$ cat config.mk
export PLATFORM = sky130hd
export DESIGN_NAME = map_ram
export DESIGN_NICKNAME = d
export VERILOG_FILES = /design/src/rtl/map_pkg.sv /design/src/rtl/map_ram_sweep.sv /design/src/rtl/map_ram.sv
export SDC_FILE = /design/constraint.sdc
export NUM_CORES = 1
export LEC_CHECK = 0
export BUFFER_PORTS_ARGS = -buffer_cell sky130_fd_sc_hd__buf_2
export CAP_MARGIN = 20
export CORE_UTILIZATION = 35
export CTS_CLUSTER_SIZE = 25
export DETAILED_ROUTE_END_ITERATION = 8
export PLACE_DENSITY = 0.6
export SLEW_MARGIN = 20
export SYNTH_ARGS = -nofsm -noshare
export SYNTH_HDL_FRONTEND = slang
export SYNTH_SLANG_ARGS = --single-unit
$ cat constraint.sdc
create_clock -name clk -period 12.6 [get_ports clk]
set_input_delay 2.52 -clock clk [delete_from_list [all_inputs] [get_ports clk]]
set_output_delay 2.52 -clock clk [all_outputs]
set_load 0.02 [all_outputs]
$ cat src/rtl/map_pkg.sv
// Shared map definitions: default grid geometry, cell codes and clear-sequencer states.
package map_pkg;
   localparam int MAP_ROWS = 16;
   localparam int MAP_COLS = 16;
   localparam int MAP_BITS = 2;

   localparam logic [1:0] CELL_EMPTY  = 2'd0;
   localparam logic [1:0] CELL_WALL_A = 2'd1;
   localparam logic [1:0] CELL_WALL_B = 2'd2;
   localparam logic [1:0] CELL_WALL_C = 2'd3;

   typedef enum logic {SWEEP, IDLE} map_state_e;
endpackage

$ cat src/rtl/map_ram_sweep.sv
// Clear sequencer: one cell per cycle in row-major order, busy for ROWS*COLS cycles.
// Starts after reset or on clear while idle; clear during a sweep is ignored.
module map_ram_sweep
   import map_pkg::*;
#(
   parameter int ROWS = MAP_ROWS,
   parameter int COLS = MAP_COLS
)(
   input  logic                                  clk,
   input  logic                                  reset_n,
   input  logic                                  clear,
   output logic                                  busy,
   output logic                                  sw_we,
   output logic [$clog2(ROWS)+$clog2(COLS)-1:0]  sw_addr
);
   localparam int            AW   = $clog2(ROWS) + $clog2(COLS);
   localparam logic [AW-1:0] LAST = AW'(ROWS*COLS-1);

   map_state_e    state_q, state_d;
   logic [AW-1:0] cnt_q, cnt_d;
   logic          busy_q, busy_d;

   always_comb begin
      state_d = state_q;
      cnt_d   = cnt_q;
      busy_d  = busy_q;
      case (state_q)
         SWEEP: begin
            // counter wraps back to 0 on the last cell, ready for the next sweep
            cnt_d = cnt_q + 1'b1;
            if (cnt_q == LAST) begin
               state_d = IDLE;
               busy_d  = 1'b0;
            end
         end
         IDLE: begin
            if (clear) begin
               state_d = SWEEP;
               cnt_d   = '0;
               busy_d  = 1'b1;
            end
         end
         default: begin
            state_d = SWEEP;
            cnt_d   = '0;
            busy_d  = 1'b1;
         end
      endcase
   end

   always_ff @(posedge clk or negedge reset_n) begin
      if (!reset_n) begin
         state_q <= SWEEP;
         cnt_q   <= '0;
         busy_q  <= 1'b1;
      end else begin
         state_q <= state_d;
         cnt_q   <= cnt_d;
         busy_q  <= busy_d;
      end
   end

   assign busy    = busy_q;
   assign sw_we   = busy_q;
   assign sw_addr = cnt_q;
endmodule

$ cat src/rtl/map_ram.sv
// Writable ROWS x COLS map store: registered 1-cycle reads on ports A and B, write port ready when not sweeping.
// Optional hard-wired border under MAP_RAM_BORDER_EN.
module map_ram
   import map_pkg::*;
#(
   parameter int ROWS       = MAP_ROWS,
   parameter int COLS       = MAP_COLS,
   parameter int BITS       = MAP_BITS,
   parameter int FILL_VAL   = int'(CELL_EMPTY),
   parameter int BORDER_VAL = int'(CELL_WALL_A)
)(
   input  logic                    clk,
   input  logic                    reset_n,
   input  logic                    clear,
   output logic                    busy,
   input  logic                    a_req,
   input  logic [$clog2(ROWS)-1:0] a_row,
   input  logic [$clog2(COLS)-1:0] a_col,
   output logic [BITS-1:0]         a_val,
   output logic                    a_valid,
   input  logic [$clog2(ROWS)-1:0] b_row,
   input  logic [$clog2(COLS)-1:0] b_col,
   output logic [BITS-1:0]         b_val,
   input  logic                    wr_valid,
   output logic                    wr_ready,
   input  logic [$clog2(ROWS)-1:0] wr_row,
   input  logic [$clog2(COLS)-1:0] wr_col,
   input  logic [BITS-1:0]         wr_val
);
   localparam int RB    = $clog2(ROWS);
   localparam int CB    = $clog2(COLS);
   localparam int AW    = RB + CB;
   localparam int DEPTH = ROWS * COLS;
   localparam logic [BITS-1:0] FILL_C   = BITS'(FILL_VAL);
   localparam logic [BITS-1:0] BORDER_C = BITS'(BORDER_VAL);
`ifdef MAP_RAM_BORDER_EN
   localparam bit BORDER_EN = 1'b1;
`else
   localparam bit BORDER_EN = 1'b0;
`endif

   function automatic logic on_border(input logic [RB-1:0] r, input logic [CB-1:0] c);
      return BORDER_EN && (r == '0 || r == RB'(ROWS-1) || c == '0 || c == CB'(COLS-1));
   endfunction

   logic [BITS-1:0] mem [DEPTH];

   logic            sw_we;
   logic [AW-1:0]   sw_addr;
   logic            we;
   logic [AW-1:0]   w_addr;
   logic [BITS-1:0] w_dat;

   logic [BITS-1:0] a_val_q, a_val_d, b_val_q, b_val_d;
   logic            a_valid_q, a_valid_d;

   map_ram_sweep #(.ROWS(ROWS), .COLS(COLS)) u_sweep (
      .clk     (clk),
      .reset_n (reset_n),
      .clear   (clear),
      .busy    (busy),
      .sw_we   (sw_we),
      .sw_addr (sw_addr)
   );

   assign wr_ready = ~busy;

   // the sweep owns the write port while busy; border cells are never stored
   always_comb begin
      we     = sw_we;
      w_addr = sw_addr;
      w_dat  = FILL_C;
      if (!sw_we) begin
         we     = wr_valid;
         w_addr = {wr_row, wr_col};
         w_dat  = wr_val;
      end
      if (on_border(w_addr[AW-1:CB], w_addr[CB-1:0])) we = 1'b0;
   end

   always_ff @(posedge clk) begin
      if (we) mem[w_addr] <= w_dat;
   end

   always_comb begin
      a_valid_d = a_req & ~busy;
      a_val_d   = a_val_q;
      if (a_valid_d) a_val_d = on_border(a_row, a_col) ? BORDER_C : mem[{a_row, a_col}];
      b_val_d   = on_border(b_row, b_col) ? BORDER_C : mem[{b_row, b_col}];
   end

   always_ff @(posedge clk or negedge reset_n) begin
      if (!reset_n) begin
         a_val_q   <= '0;
         a_valid_q <= 1'b0;
         b_val_q   <= '0;
      end else begin
         a_val_q   <= a_val_d;
         a_valid_q <= a_valid_d;
         b_val_q   <= b_val_d;
      end
   end

   assign a_val   = a_val_q;
   assign a_valid = a_valid_q;
   assign b_val   = b_val_q;
endmodule

## After elaboration in Yosys (flattened, before gate mapping)

Memories as Yosys holds them, arrays and structs flattened. A register that Yosys moved wholly into a read port is not among the register bits.
Index checks and enable logic that the tools add are counted.

| operators by class | value |
|---|---|
| add/subtract/negate cells | 1 |
| eq/ne operators | 3 |
| mux-type cells | 13 |
| bitwise gates (word level) | 3 |
| reductions and logical operators | 3 |

Operators with widths:

| kind | number |
|---|---|
| 8-bit 2-to-1 mux | 2 |
| 8-bit one-hot mux with 2 select lines | 1 |
| 8-bit by 1-bit adder with 8-bit output, second input constant | 1 |
| 8-bit == test, second input constant | 1 |
| 1-bit 2-to-1 mux | 7 |
| 1-bit one-hot mux with 2 select lines | 2 |
| 1-bit logical NOT | 2 |
| 2-bit 2-to-1 mux | 1 |
| 2-bit by 1-bit inequality test with 1-bit output, second input constant | 1 |
| 2-bit inequality test, second input constant | 1 |
| 1-bit NOT | 2 |
| 2-bit AND reduction | 1 |
| 1-bit AND | 1 |

| word-level totals | value |
|---|---|
| bits in registers | 11 |
| bits in writable memories | 512 |
| bits of input ports | 31 |
| word-level logic and storage cells | 28 |
| memories | 1 |

Memory list:

| name | depth | bits a word | read ports | clocked after memory_dff | write ports | line | source |
|---|---|---|---|---|---|---|---|
| mem | 256 | 2 | 2 | 2 | 1 | map_ram.sv:46 | `logic [BITS-1:0] mem [DEPTH];` |

## Logic depth before layout (Yosys ltp)

| logic depth | value |
|---|---|
| depth in word-level cells | 3 |
| mapped depth | 11 |
| mapped depth without buffers | 6 |

## By module

A second synthesis with hierarchy kept.

| second synthesis, totals | value |
|---|---|
| cells, all modules | 1615 |
| area, all modules | 25799.7 µm² |

Modules (own cells, without submodules):

| module | instances | cells an instance | area an instance (µm²) |
|---|---|---|---|
| map_ram | 1 | 1571 | 25318.0 |
| map_ram_sweep | 1 | 44 | 481.7 |

## Worst setup path after synthesis

No wires, ideal clock.

| timing path | value |
|---|---|
| path kind | in2reg |
| start point | input port wr_val[0] |
| end point | memory mem[0][0] in the netlist's numbering, data pin |
| library setup time | 1.446 ns |
| arrival | 8.665 ns |
| required time | 11.154 ns |
| slack | 2.489 ns |
| cell stages on the path | 1 |
| path buffers | 0 |
| path through | nor2b_1 |

| between the ends | value |
|---|---|
| word-level cells in the longest chain between the ends | 1 |

RTL lines:

| element | line | source |
|---|---|---|
| start: declaration | map_ram.sv:28 | `input logic [BITS-1:0] wr_val` |
| 2-bit 2-to-1 mux | map_ram.sv:73 | `if (!sw_we) begin` |
| end: declaration | map_ram.sv:46 |  |

No other way between the ends.

==> metrics.log <==
[metrics] run status: finished clean
[metrics] half-perimeter wire length after placement: 49,290 µm
[metrics] Post-Synthesis Net Count: 1,653
[metrics] clk sink count: 527
[metrics] number of buffer and inverter instances along the worst setup path: 2
[metrics] number of placed I/O pins: 38
[metrics] sequential cell area: between 0.015 and 0.02 mm²
[metrics] antenna violations before repair: 5
[metrics] Mean Syn Cell Area: ~16 µm²
[metrics] quantity of hold-fixing buffers added after cts: 0
[metrics] number of design rule violations left after detail routing: 0
[metrics] count of buffers inserted at the top-level ports: 37
[metrics] number of synthesized register bits: 527
[metrics] latest clock arrival within the worst-skew pair: ~0.62 ns
[metrics] power density over the cells: 150.3 mW/mm²
[metrics] DIE AREA: 0.07474 mm²
[metrics] Slew HR: 0.1633
[metrics] r2r worst-path depth: 4
[metrics] First-pass DRT Iterations: 5
[metrics] overall routing resource usage: 0.2069
[metrics] grt total ovfl: 0
[metrics] dominant cells by area after synthesis: sky130_fd_sc_hd__edfxtp_1, sky130_fd_sc_hd__mux4_2, sky130_fd_sc_hd__nor2_1, sky130_fd_sc_hd__a22oi_1, sky130_fd_sc_hd__dfrtp_1
[metrics] Area Growth Syn to Fin: 11.02%
[metrics] Met1 Routed Length: roughly 30,000 µm
[metrics] vias after detailed routing: 16,000
[metrics] Maximum Capacitance Violations: 0
[metrics] Worst Setup End Kind: flop
[metrics] number of global-route vias before repair: 16,280
[metrics] Post-synth ARST share: 0.02846
[metrics] fin crit share: 0.4394
[metrics] instance count of the mapped netlist: 1,621
[metrics] number of library cell types mapped by synthesis: 53
[metrics] data arrival time of the critical path: 6.01 ns
[metrics] floorplan die width: between 200 and 300 µm
[metrics] net count of the finished layout: 1,636
[metrics] CTS root buf: sky130_fd_sc_hd__clkbuf_16
[metrics] Vert. Die Dim: 273.4 µm
[metrics] TritonCTS clock tree: built
[metrics] cell with the biggest individual delay on the critical path: sky130_fd_sc_hd__buf_4
[metrics] Worst Clk Skew: 0.02043 ns
[metrics] maximum fanout count along the critical path: 56
[metrics] wire length on met2: 36,010 µm
[metrics] final count of negative-setup-slack endpoints: 0
[metrics] Total Routed Length: between 70,000 and 80,000 µm
[metrics] critical path class: in2reg
[metrics] end of the worst hold path: u_sweep.sw_addr[0]
[metrics] Crit Reg-Reg Startpoint: u_sweep.busy
[metrics] transition time at the pin with the least slew margin: 1.252 ns
[metrics] Top Family by Delay on Critical Path: buffers and inverters
[metrics] starting density of the core: 0.3533
[metrics] layout cells sized above 1: 0.2585
[metrics] leading post-synthesis cells by instance count: sky130_fd_sc_hd__edfxtp_1, sky130_fd_sc_hd__nor2_1, sky130_fd_sc_hd__mux4_2
[metrics] share of the yosys chip area belonging to registers: 0.6110
[metrics] count of H-tree levels built during CTS: 2
[metrics] kind of start point of the critical path: primary input
[metrics] cell-by-cell trace of the critical path: clkbuf_8 -> buf_4 -> mux4_2 -> a22oi_1 -> a21oi_1 -> nor4_1 -> o22ai_1 -> or3_1
[metrics] RSZ-0062 raised after global routing: false
[metrics] maximum buffer depth of the clock tree: 3
[metrics] final count of hold timing violations: 0
[metrics] met3 layer wire length in the routed design: 7432 µm
[metrics] number of buffers added by the clock tree synthesis step: 53
[metrics] post-CTS setup repair buffer count: 0
[metrics] vias per std cell: 6.134
[metrics] worst min-delay path startpoint: u_sweep.sw_addr[0]
[metrics] Crit path largest cell delay: 0.70 ns
[metrics] top-area cell type share of the netlist area: 0.5964
[metrics] shortest clock period the worst path allows after layout: 5.536 ns
[metrics] most used standard cell by instance count after synthesis: sky130_fd_sc_hd__edfxtp_1
[metrics] post-layout power: 4.302 mW
[metrics] capturing point of the worst reg2reg path: mem[213][0]
[metrics] filler instances: 6,612
[metrics] number of enable flip-flop cells after synthesis: 512
[metrics] class of the tightest hold or removal check: reg2reg
[metrics] Row Count: 99
[metrics] Main synth FF type: sky130_fd_sc_hd__edfxtp_1
[metrics] post-detailed-route wirelength per cell: 29.58 µm
[metrics] area of the multi-input gates: 0.009398 mm²
[metrics] synthesized area: 0.02578 mm²
[metrics] RD Place Congestion: 0.8891
[metrics] final-report max-slew violation count: 0
[metrics] cell type with the largest total area after synthesis: sky130_fd_sc_hd__edfxtp_1
[metrics] final total negative setup slack: 0 ns
[metrics] Placeable Area: 0.07296 mm²
[metrics] Max Clock Freq: 180.6 MHz
[metrics] antenna-violating nets left: 0
[metrics] flop2flop setup slack: 8.57 ns
[metrics] number of warnings issued by yosys: 0
[metrics] drt first-iter violations: 1,626
[metrics] endpoint required time on the critical path: between 10 and 15 ns
[metrics] leakage power total: between 8 and 9 nW
[metrics] number of gates given a new drive strength after cts: 0
[metrics] cell depth of the worst hold path: 1
[metrics] maximum number of pins on one net before global-route repair: 257
[metrics] worst ir drop on vdd: 0.1248 mV
[metrics] first-pass GRT wire length: 112,300 µm
[metrics] uppermost layer routed: met5
[metrics] clock slew at the register clock pins of the worst setup and hold paths: 0.06 ns
cell type report:
cell class,count,share of cell area
clock buffers,66,0.04953
multi-input cells,945,0.3284
clock inverters,33,0.01211
flip-flops and latches,527,0.5504
diodes,1,0.00008744
inverters,15,0.001967
well taps,959,0.04193
repair buffers,62,0.01565
cell usage in the layout (no fill, tap or decap), types with 12 or more instances in the layout:
master                      count
sky130_fd_sc_hd__nand3_1       26
sky130_fd_sc_hd__inv_1         13
sky130_fd_sc_hd__nor2_1       275
sky130_fd_sc_hd__edfxtp_1     512
sky130_fd_sc_hd__clkinv_1      13
sky130_fd_sc_hd__a21oi_1       50
sky130_fd_sc_hd__nor4_1        12
sky130_fd_sc_hd__buf_4         22
sky130_fd_sc_hd__buf_2         33
sky130_fd_sc_hd__o22ai_1       24
sky130_fd_sc_hd__mux2_2        18
sky130_fd_sc_hd__mux2i_1       17
sky130_fd_sc_hd__mux4_2       245
sky130_fd_sc_hd__dfrtp_1       14
sky130_fd_sc_hd__a22oi_1       75
sky130_fd_sc_hd__nand2_1       65
sky130_fd_sc_hd__clkbuf_16     55
metrics by stage:
stage | hold slack, ns | setup slack, ns | area (µm²) | utilization | std cells
after floorplan | 0.5282 | 2.489 | 25780 | - | 1621
after global placement | 0.5658 | 6.427 | 26780 | 0.3671 | 2507
after detailed placement | 0.5842 | 6.461 | 26810 | 0.3675 | 2507
after CTS | 0.5962 | 7.085 | 28570 | 0.3917 | 2606
after global routing | 0.6316 | 6.923 | 28620 | 0.3922 | 2607
final | 0.5941 | 7.064 | 28620 | 0.3923 | 2608
worst max-delay path by stage:
| stage | startpoint | endpoint | slack, ns | depth (start not counted) |
|---|---|---|---|---|
| global route | b_col[0] | b_val[0] | 6.92 | 8 |
| global placement | b_col[0] | b_val[0] | 6.43 | 8 |
| CTS | b_col[0] | b_val[0] | 7.08 | 8 |
| detailed placement | b_col[0] | b_val[0] | 6.46 | 8 |
| finish | b_col[0] | b_val[0] | 7.06 | 8 |
| floorplan | wr_val[0] | mem[0][0] | 2.49 | 1 |
metal layers:
| layer | vias to the layer above | track usage |
|---|---|---|
| li1 | 6558 | - |
| met1 | 8414 | 0.2746 |
| met2 | 852 | 0.3261 |
| met3 | 165 | 0.04693 |
| met4 | 8 | 0.08924 |
| met5 | - | 0 |
state kept, by name (all words and copies together), names as in the netlist:
name             count
u_sweep.busy         1
a_val                2
b_val                2
a_valid              1
u_sweep.state_q      1
u_sweep.sw_addr      8
mem                512
cells by family (layout without fill, tap and decap cells):
group,Yosys count,in the layout,share of synthesized area
AO/OA/AOI/OAI,213,213,0.05654
adder cells (fa/ha/maj),1,1,0.0004853
other,0,1,0
flip-flops,527,527,0.6110
AND/OR/NAND/NOR,448,448,0.07479
XOR/XNOR,3,3,0.001019
multiplexers,280,280,0.2285
buffers and inverters,149,176,0.02767
where the power goes:
group	internal, mW	switching [mW]
registers	1.97	0.0416
clock network	0.942	0.689
logic	0.182	0.478
total	3.09	1.21
Note: power is estimated with default switching activity, not from simulation.
